$ cat src/rtl/imem_fetch_ctrl.sv
// Instruction fetch controller: owns the fetch PC, queues fetched words in a
// 2-entry FIFO for decode, and handles redirects, back-pressure and fetch faults.
module imem_fetch_ctrl #(
  parameter logic [63:0] RESET_PC   = 64'h0,
  parameter int unsigned IMEM_BYTES = 168
) (
  input  logic        clk,
  input  logic        reset_n,
  output logic [63:0] inst_addr,
  input  logic [31:0] inst,
  input  logic        redirect_valid,
  input  logic [63:0] redirect_pc,
  input  logic        deq_ready,
  output logic        out_valid,
  output logic [31:0] out_inst,
  output logic [63:0] out_pc,
  output logic        fault
);

  // One extra bit so an overflowing pc + 4 compares as out of range.
  localparam logic [64:0] ImemLimit = 65'(IMEM_BYTES);

  logic [63:0] fetch_pc_q, fetch_pc_d;
  logic        fault_q, fault_d;
  logic [1:0]  count_q, count_d;
  logic        head_q, head_d;
  logic        tail_q, tail_d;
  logic [63:0] pc_mem_q [2];
  logic [63:0] pc_mem_d [2];
  logic [31:0] inst_mem_q [2];
  logic [31:0] inst_mem_d [2];

  logic [64:0] pc_plus4_wide;
  logic        pc_legal;
  logic        fetch_ok;
  logic        pop;
  logic        push;

  // Fetch legality and queue handshake decode.
  always_comb begin
    pc_plus4_wide = {1'b0, fetch_pc_q} + 65'd4;
    pc_legal      = (fetch_pc_q[1:0] == 2'b00) && (pc_plus4_wide <= ImemLimit);
    fetch_ok      = !fault_q && pc_legal;
    pop           = out_valid && deq_ready;
    push          = fetch_ok && !redirect_valid && ((count_q != 2'd2) || pop);
  end

  // Next-state: redirect flushes everything and wins over push, pop and fault set.
  always_comb begin
    fetch_pc_d = fetch_pc_q;
    fault_d    = fault_q;
    count_d    = count_q;
    head_d     = head_q;
    tail_d     = tail_q;
    pc_mem_d   = pc_mem_q;
    inst_mem_d = inst_mem_q;
    if (redirect_valid) begin
      fetch_pc_d = redirect_pc;
      fault_d    = 1'b0;
      count_d    = 2'd0;
      head_d     = 1'b0;
      tail_d     = 1'b0;
    end else begin
      if (push) begin
        pc_mem_d[tail_q]   = fetch_pc_q;
        inst_mem_d[tail_q] = inst;
        tail_d             = ~tail_q;
        fetch_pc_d         = fetch_pc_q + 64'd4;
      end
      if (pop) begin
        head_d = ~head_q;
      end
      count_d = count_q + {1'b0, push} - {1'b0, pop};
      if (!fault_q && !pc_legal) begin
        fault_d = 1'b1;
      end
    end
  end

  // State registers; FIFO storage is cleared on reset as well.
  always_ff @(posedge clk or negedge reset_n) begin
    if (!reset_n) begin
      fetch_pc_q <= RESET_PC;
      fault_q    <= 1'b0;
      count_q    <= 2'd0;
      head_q     <= 1'b0;
      tail_q     <= 1'b0;
      for (int i = 0; i < 2; i++) begin
        pc_mem_q[i]   <= 64'd0;
        inst_mem_q[i] <= 32'd0;
      end
    end else begin
      fetch_pc_q <= fetch_pc_d;
      fault_q    <= fault_d;
      count_q    <= count_d;
      head_q     <= head_d;
      tail_q     <= tail_d;
      pc_mem_q   <= pc_mem_d;
      inst_mem_q <= inst_mem_d;
    end
  end

  // Outputs come straight from state.
  always_comb begin
    inst_addr = fetch_pc_q;
    out_valid = (count_q != 2'd0);
    out_pc    = pc_mem_q[head_q];
    out_inst  = inst_mem_q[head_q];
    fault     = fault_q;
  end

endmodule
$ cat config.mk
export PLATFORM = sky130hd
export DESIGN_NAME = imem_fetch_ctrl
export DESIGN_NICKNAME = d
export VERILOG_FILES = /design/src/rtl/imem_fetch_ctrl.sv
export SDC_FILE = /design/constraint.sdc
export NUM_CORES = 1
export LEC_CHECK = 0
export BUFFER_PORTS_ARGS = -buffer_cell sky130_fd_sc_hd__buf_2
export CAP_MARGIN = 5
export CORE_AREA = 2 2 152 154
export DETAILED_ROUTE_END_ITERATION = 16
export DIE_AREA = 0 0 154 156
export GPL_TIMING_DRIVEN = 0
export PLACE_DENSITY_LB_ADDON = 0.15
export REMOVE_ABC_BUFFERS = 1
export SETUP_SLACK_MARGIN = 0.2
export SYNTH_ARGS = -nofsm -noshare
export SYNTH_HDL_FRONTEND = slang
export SYNTH_SLANG_ARGS = --single-unit
$ cat constraint.sdc
create_clock -name clk -period 4.7 [get_ports clk]
set_input_delay 0 -clock clk [delete_from_list [all_inputs] [get_ports clk]]
set_output_delay 0 -clock clk [all_outputs]
set_load 0.005 [all_outputs]
After elaboration in Yosys (flattened, before gate mapping)
Index checks and enable logic that the tools add are counted.

cells by class
  reductions and logical operators = 17
  add/subtract/negate cells = 4
  mux-type cells = 21
  equal/unequal tests = 1
  bitwise gates (word level) = 5
  order comparisons = 4

operators with widths
  cell                                                                          number
  64-bit two-way mux                                                            6
  128-bit bitwise mux                                                           1
  32-bit two-way mux                                                            4
  64-bit by 3-bit adder with 65-bit output, second input constant               1
  65-bit by 8-bit <= comparator with 1-bit output, second input constant        1
  64-bit by 3-bit adder with 64-bit output, second input constant               1
  64-bit bitwise mux                                                            1
  64-bit demux with 1-bit select                                                1
  32-bit demux with 1-bit select                                                1
  2-bit nonzero test                                                            4
  1-bit logical AND                                                             7
  1-bit two-way mux                                                             6
  2-bit >= comparator, second input constant                                    2
  1-bit NOT with 2-bit output                                                   2
  1-bit logical NOT                                                             3
  1-bit NOT                                                                     3
  2-bit by 1-bit adder with 2-bit output                                        1
  2-bit logical NOT                                                             1
  2-bit by 1-bit less-than comparator with 1-bit output, second input constant  1
  2-bit two-way mux                                                             1
  2-bit inequality test, second input constant                                  1
  2-bit AND reduction                                                           1
  2-bit by 1-bit subtractor with 2-bit output                                   1
  1-bit logical OR                                                              1

storage, ports and cells
  flip-flop bits (word level) = 261
  logic and storage cells = 61
  output and inout bits = 162
  input port bits = 100

Longest topological paths before layout
  depth after elaboration = 9
  depth in mapped cells = 18
  depth with buffers taken out = 16

Least setup slack after synthesis
Ideal clock, no wire load.

  path kind = reg2reg
  start = register fetch_pc_q[10], in the netlist inst_addr[10]
  end = register count_q[0]
  buffers on the path = 1
  path slack = 0.678 ns
  arrival time = 3.891 ns
  period minus slack after synthesis = 4.022 ns
  stages on the path, launching flop included = 15
  required time = 4.569 ns
  library setup time = 0.131 ns
  path through = dfrtp_1 -> nand4_2 -> or4_1 -> nor4_1 -> nand3_1 -> xnor2_1 -> or4_1 -> nor4_1 -> and3_1 -> buf_2 -> nand2b_1 -> ha_1 -> inv_1 -> ha_1 -> nor2b_1

between the ends
  longest elaborated chain between the ends = 9

ends and longest elaborated chain
  element                                          RTL line  text
  start, declared                                  23        logic [63:0] fetch_pc_q, fetch_pc_d;
  start signal, assigned                           93        fetch_pc_q <= fetch_pc_d;
  64-bit by 3-bit adder with 65-bit output         41        pc_plus4_wide = {1'b0, fetch_pc_q} + 65'd4;
  65-bit by 8-bit <= comparator with 1-bit output  42        pc_legal = (fetch_pc_q[1:0] == 2'b00) && (pc_plus4_wide <= ImemLimit);
  1-bit logical AND                                42
  1-bit logical AND                                43        fetch_ok = !fault_q && pc_legal;
  1-bit logical AND (2 in a row)                   45        push = fetch_ok && !redirect_valid && ((count_q != 2'd2) || pop);
  2-bit by 1-bit adder with 2-bit output           73        count_d = count_q + {1'b0, push} - {1'b0, pop};
  2-bit by 1-bit subtractor with 2-bit output      73
  2-bit two-way mux                                57        if (redirect_valid) begin
  named net count_d[0]                             25        logic [1:0] count_q, count_d;
  end signal, assigned                             95        count_q <= count_d;
  end, declared                                    25

The timed path passes the listed nets, and every way through them passes these cells.
A chain may end at the register's enable or synchronous reset.

Worst setup path in the final report
  start = register fetch_pc_q[34], in the netlist inst_addr[34]
  end = register inst_mem_q[58] in the netlist's numbering

between the ends
  longest elaborated chain between the ends = 7

ends and longest elaborated chain
  element                                          RTL line  text
  64-bit by 3-bit adder with 65-bit output         41
  65-bit by 8-bit <= comparator with 1-bit output  42
  1-bit logical AND                                42
  1-bit logical AND                                43
  1-bit logical AND (2 in a row)                   45
  2-bit AND reduction (no line)                    --
  end signal, assigned                             99        inst_mem_q <= inst_mem_d;
  end, declared                                    30        logic [31:0] inst_mem_q [2];

No other way between the ends.

==> run summary <==
The count of TritonRoute iterations in the first routing pass is 5. The largest vdd supply drop is 323 uV. The run finished with clean final reports.

At the end of the flow the core is filled with cells to 0.726. The clock skew came out at 0.0101 ns. Counting stages on the worst path, the most repeated cell is sky130_fd_sc_hd__buf_16. The clock period minus worst slack is around 4.3 ns. 262 I/O pins were placed. The actual slew at the worst max-slew pin came out at 0.924 ns.

The number of nets with antenna violations after routing is 0. By area the synthesized netlist is led by sky130_fd_sc_hd__dfrtp_1, sky130_fd_sc_hd__mux2_2, sky130_fd_sc_hd__nor2b_1. In this run, CTS created clock tree buffers numbering 28.

The placer congestion estimate came out at 0.904. The largest fanout of any net on the critical path came out at 18. The critical path goes through nand4_1, or4_1, or3_1, mux2_2, nand4b_1, nor4_4, buf_4, and3_4, nor3b_4, buf_8, buf_16, buf_16, mux2_1. The routed via count divided by cell count came out at 5.55. The tree built by TritonCTS fans out to around 260 sinks. The flop and latch count out of synthesis is 261. The first-iteration detailed-routing DRC count came out at 537. The most used flip-flop cell after synthesis is sky130_fd_sc_hd__dfrtp_1. The core outline area came out at 22400 sq um. The die area came out at 24000 sq um. The largest net degree at the start of global routing came out at 123.

The worst setup path is of the reg2reg kind. The die width came out at 154 microns. The initial antenna violation count came out at 0.

The maximum clock frequency is 232 MHz. The count of cell types in the netlist is 57. For the worst setup path, the data required time is 5.11 ns. Dividing the final minimum period by the clock period gives 0.916. The share of synthesized registers carrying an async set or reset came out at 1.00. Of the cells placed in the final design, the portion with a size suffix greater than 1 is 0.396.

In the synthesized netlist, the number of instances is 995. The count of buffers added on input and output ports is approximately 260. The static leakage power came out at 0.00823 uW. The top cell type's share of synthesized area is 0.536.

The total wirelength of the detailed-routed design came out at roughly 32000 microns. The number of nets in the finished design is 1470. The power density normalized to cell area is approximately 320 nW/um^2. The kind of start point of the critical path is a flip-flop. The overall die height came out at ~160 microns. TritonCTS built the clock tree.

The number of pins with negative max-slew slack in the final report is 0. The leading cell type by number of instances after synthesis is sky130_fd_sc_hd__dfrtp_1. STA puts the critical path data arrival time at 4.71 ns.

The design draws 5280 uW. The initial utilization of the core area, before any placement, comes to 0.545. The worst slack at placement came out at -1.39 ns. The fraction of the yosys area taken by sequential cells came out at 0.536. The layout-stage area growth over the synthesis result is 33.3%.

The via count of the first global-routing pass is 9347. Setup repair after global routing left no endpoint under its margin. The first-pass GRT wire length came out at 50800 microns. The average routed wire per standard cell is 19.1 microns.

The library cell used as clock root buffer is sky130_fd_sc_hd__clkbuf_16. STA classifies the critical path endpoint as a flip-flop. In the routed design, unresolved DRC markers number 0. After routing the design area is 16200 sq um.

The total of endpoints with negative setup slack in the final report came out at 0. The number of flops mapped to enable cells by yosys came out at 0. By count the netlist is led by sky130_fd_sc_hd__dfrtp_1, sky130_fd_sc_hd__mux2_2, sky130_fd_sc_hd__nor2b_1. The HPWL after detailed placement is approximately 20000 microns. In the global route stage, overall resource usage came out at 0.263. The clock edge transition at the registers on the reported setup and hold paths came out at 0.06 ns.

The number of hold violations in the final report came out at 0. The count of H-tree levels built during CTS came out at 1. The accumulated negative setup slack came out at 0 ns.

The total grt overflow is 0. The mapped cell area came out at 12200 sq um. The diode insertion count for antenna repair is 0.

The critical-path cell with the highest stage delay is sky130_fd_sc_hd__or4_1. The number of placement rows came out at 55. The clock latency at the later pin of the worst-skew pair is 0.53 ns. The worst hold path belongs to the class in2reg. The delay contributed by the slowest stage of the critical path is about 0.65 ns. The average cell area after synthesis came out at 12.3 sq um. The worst-case setup margin in the final layout is 0.395 ns. The clock passes through at most 3 buffers. In this run the cell area measured after placement is 13900 sq um. The tool flagged a number of max-cap violations equal to 0.

The largest total area in the synthesized netlist belongs to sky130_fd_sc_hd__dfrtp_1. The Yosys step of the flow raised 0 warnings. The worst slew slack as a fraction of its limit came out at 0.384. The routed layout has a little over 9000 vias.
## critical path: cells and delay by family (launching register included)
kind / cells / cell delay, ns
buf+inv: 4 / 0.73
simple gates: 7 / 2.20
mux: 2 / 0.62
flops: 1 / 0.59
## power breakdown
| part | switching [uW] | internal [uW] |
|---|---|---|
| logic | 216 | 244 |
| registers | 126 | 2300 |
| clock network | 902 | 1480 |
## what timing repair did
item / CTS / global route
buffers inserted: 5 / 5
pin swaps: 2 / 1
endpoints found under the setup margin: 202 / 104
gates cloned: 2 / 0
resized for setup: 17 / 8
hold buffers: 108 / 0
hold endpoints to repair: 305 / 0
## cell usage in the layout (no fill, tap or decap), types with 8 or more instances in the layout
cell type                       synthesis  routed
sky130_fd_sc_hd__dfrtp_1              261     255
sky130_fd_sc_hd__inv_1                 14      14
sky130_fd_sc_hd__clkbuf_8               0       9
sky130_fd_sc_hd__nor2b_1              117     117
sky130_fd_sc_hd__and4_1                12      12
sky130_fd_sc_hd__nand2_1               41      41
sky130_fd_sc_hd__xor2_1                 8       8
sky130_fd_sc_hd__nand4_1               35      35
sky130_fd_sc_hd__nor2_1                35      35
sky130_fd_sc_hd__nor4_1                13       9
sky130_fd_sc_hd__nand3_1               19      18
sky130_fd_sc_hd__buf_2                 11     259
sky130_fd_sc_hd__dlygate4sd3_1          0     107
sky130_fd_sc_hd__buf_4                 13      11
sky130_fd_sc_hd__and3_1                14      13
sky130_fd_sc_hd__mux2_2               188     188
sky130_fd_sc_hd__nor3_1                17      16
sky130_fd_sc_hd__xnor2_1               17      17
sky130_fd_sc_hd__mux2_1                39      39
sky130_fd_sc_hd__clkbuf_16              0      29
sky130_fd_sc_hd__buf_16                 0       9
sky130_fd_sc_hd__o21ai_0               16      16
## registers in the layout, summed over array words and instances (netlist names)
signal,flops
pc_mem_q,128
tail_q,1
count_q,2
head_q,1
inst_addr,64
inst_mem_q,64
fault,1
## cells by family (layout without fill, tap and decap cells)
family	count (synthesis)	after routing	share of synthesized area
flip-flops	261	261	0.536
XOR/XNOR	25	25	0.0180
AO/OA/AOI/OAI	65	65	0.0375
buffers and inverters	65	456	0.0251
AND/OR/NAND/NOR	342	344	0.165
adder cells (fa/ha/maj)	4	4	0.00411
multiplexers	233	233	0.215
## metrics by stage
step	instances	hold WS, ns
2_1_floorplan	944	-0.296
3_3_place_gp	1490	0.213
3_5_place_dp	1501	-0.0514
4_1_cts	1668	0.0576
5_1_grt	1673	0.0957
6_report	1673	0.0924
## final cells by class
| class | count | area [sq um] |
|---|---|---|
| fill | 1581 | 6120 |
| clock buffer | 41 | 861 |
| clock inverter | 11 | 161 |
| sequential | 261 | 6540 |
| timing repair buffer | 390 | 2770 |
| multi-input combinational | 671 | 5500 |
| inverter | 14 | 52.6 |
| tap | 285 | 357 |
## worst paths after layout
check / start / end / slack (ns) / cells past startpoint
max: inst_addr[34] / inst_mem_q[58] / 0.40 / 13
min: redirect_valid / tail_q / 0.09 / 3
max reg2reg: inst_addr[34] / inst_mem_q[58] / 0.40 / 13
min reg2reg: inst_mem_q[38] / inst_mem_q[38] / 0.48 / 1
max in group asynchronous: reset_n / inst_mem_q[11] / 3.02 / 5
min in group asynchronous: reset_n / inst_mem_q[3] / 0.48 / 3
## metal layers
layer | share of wire | routed length (microns) | GRT usage
met1 | 0.44 | 14000 | 0.360
met2 | 0.47 | 15000 | 0.427
met3 | 0.068 | 2180 | 0.0603
met4 | 0.025 | 796 | 0.0676
met5 | 0 | 0 | 0
Power figures use the tool's default switching activity.
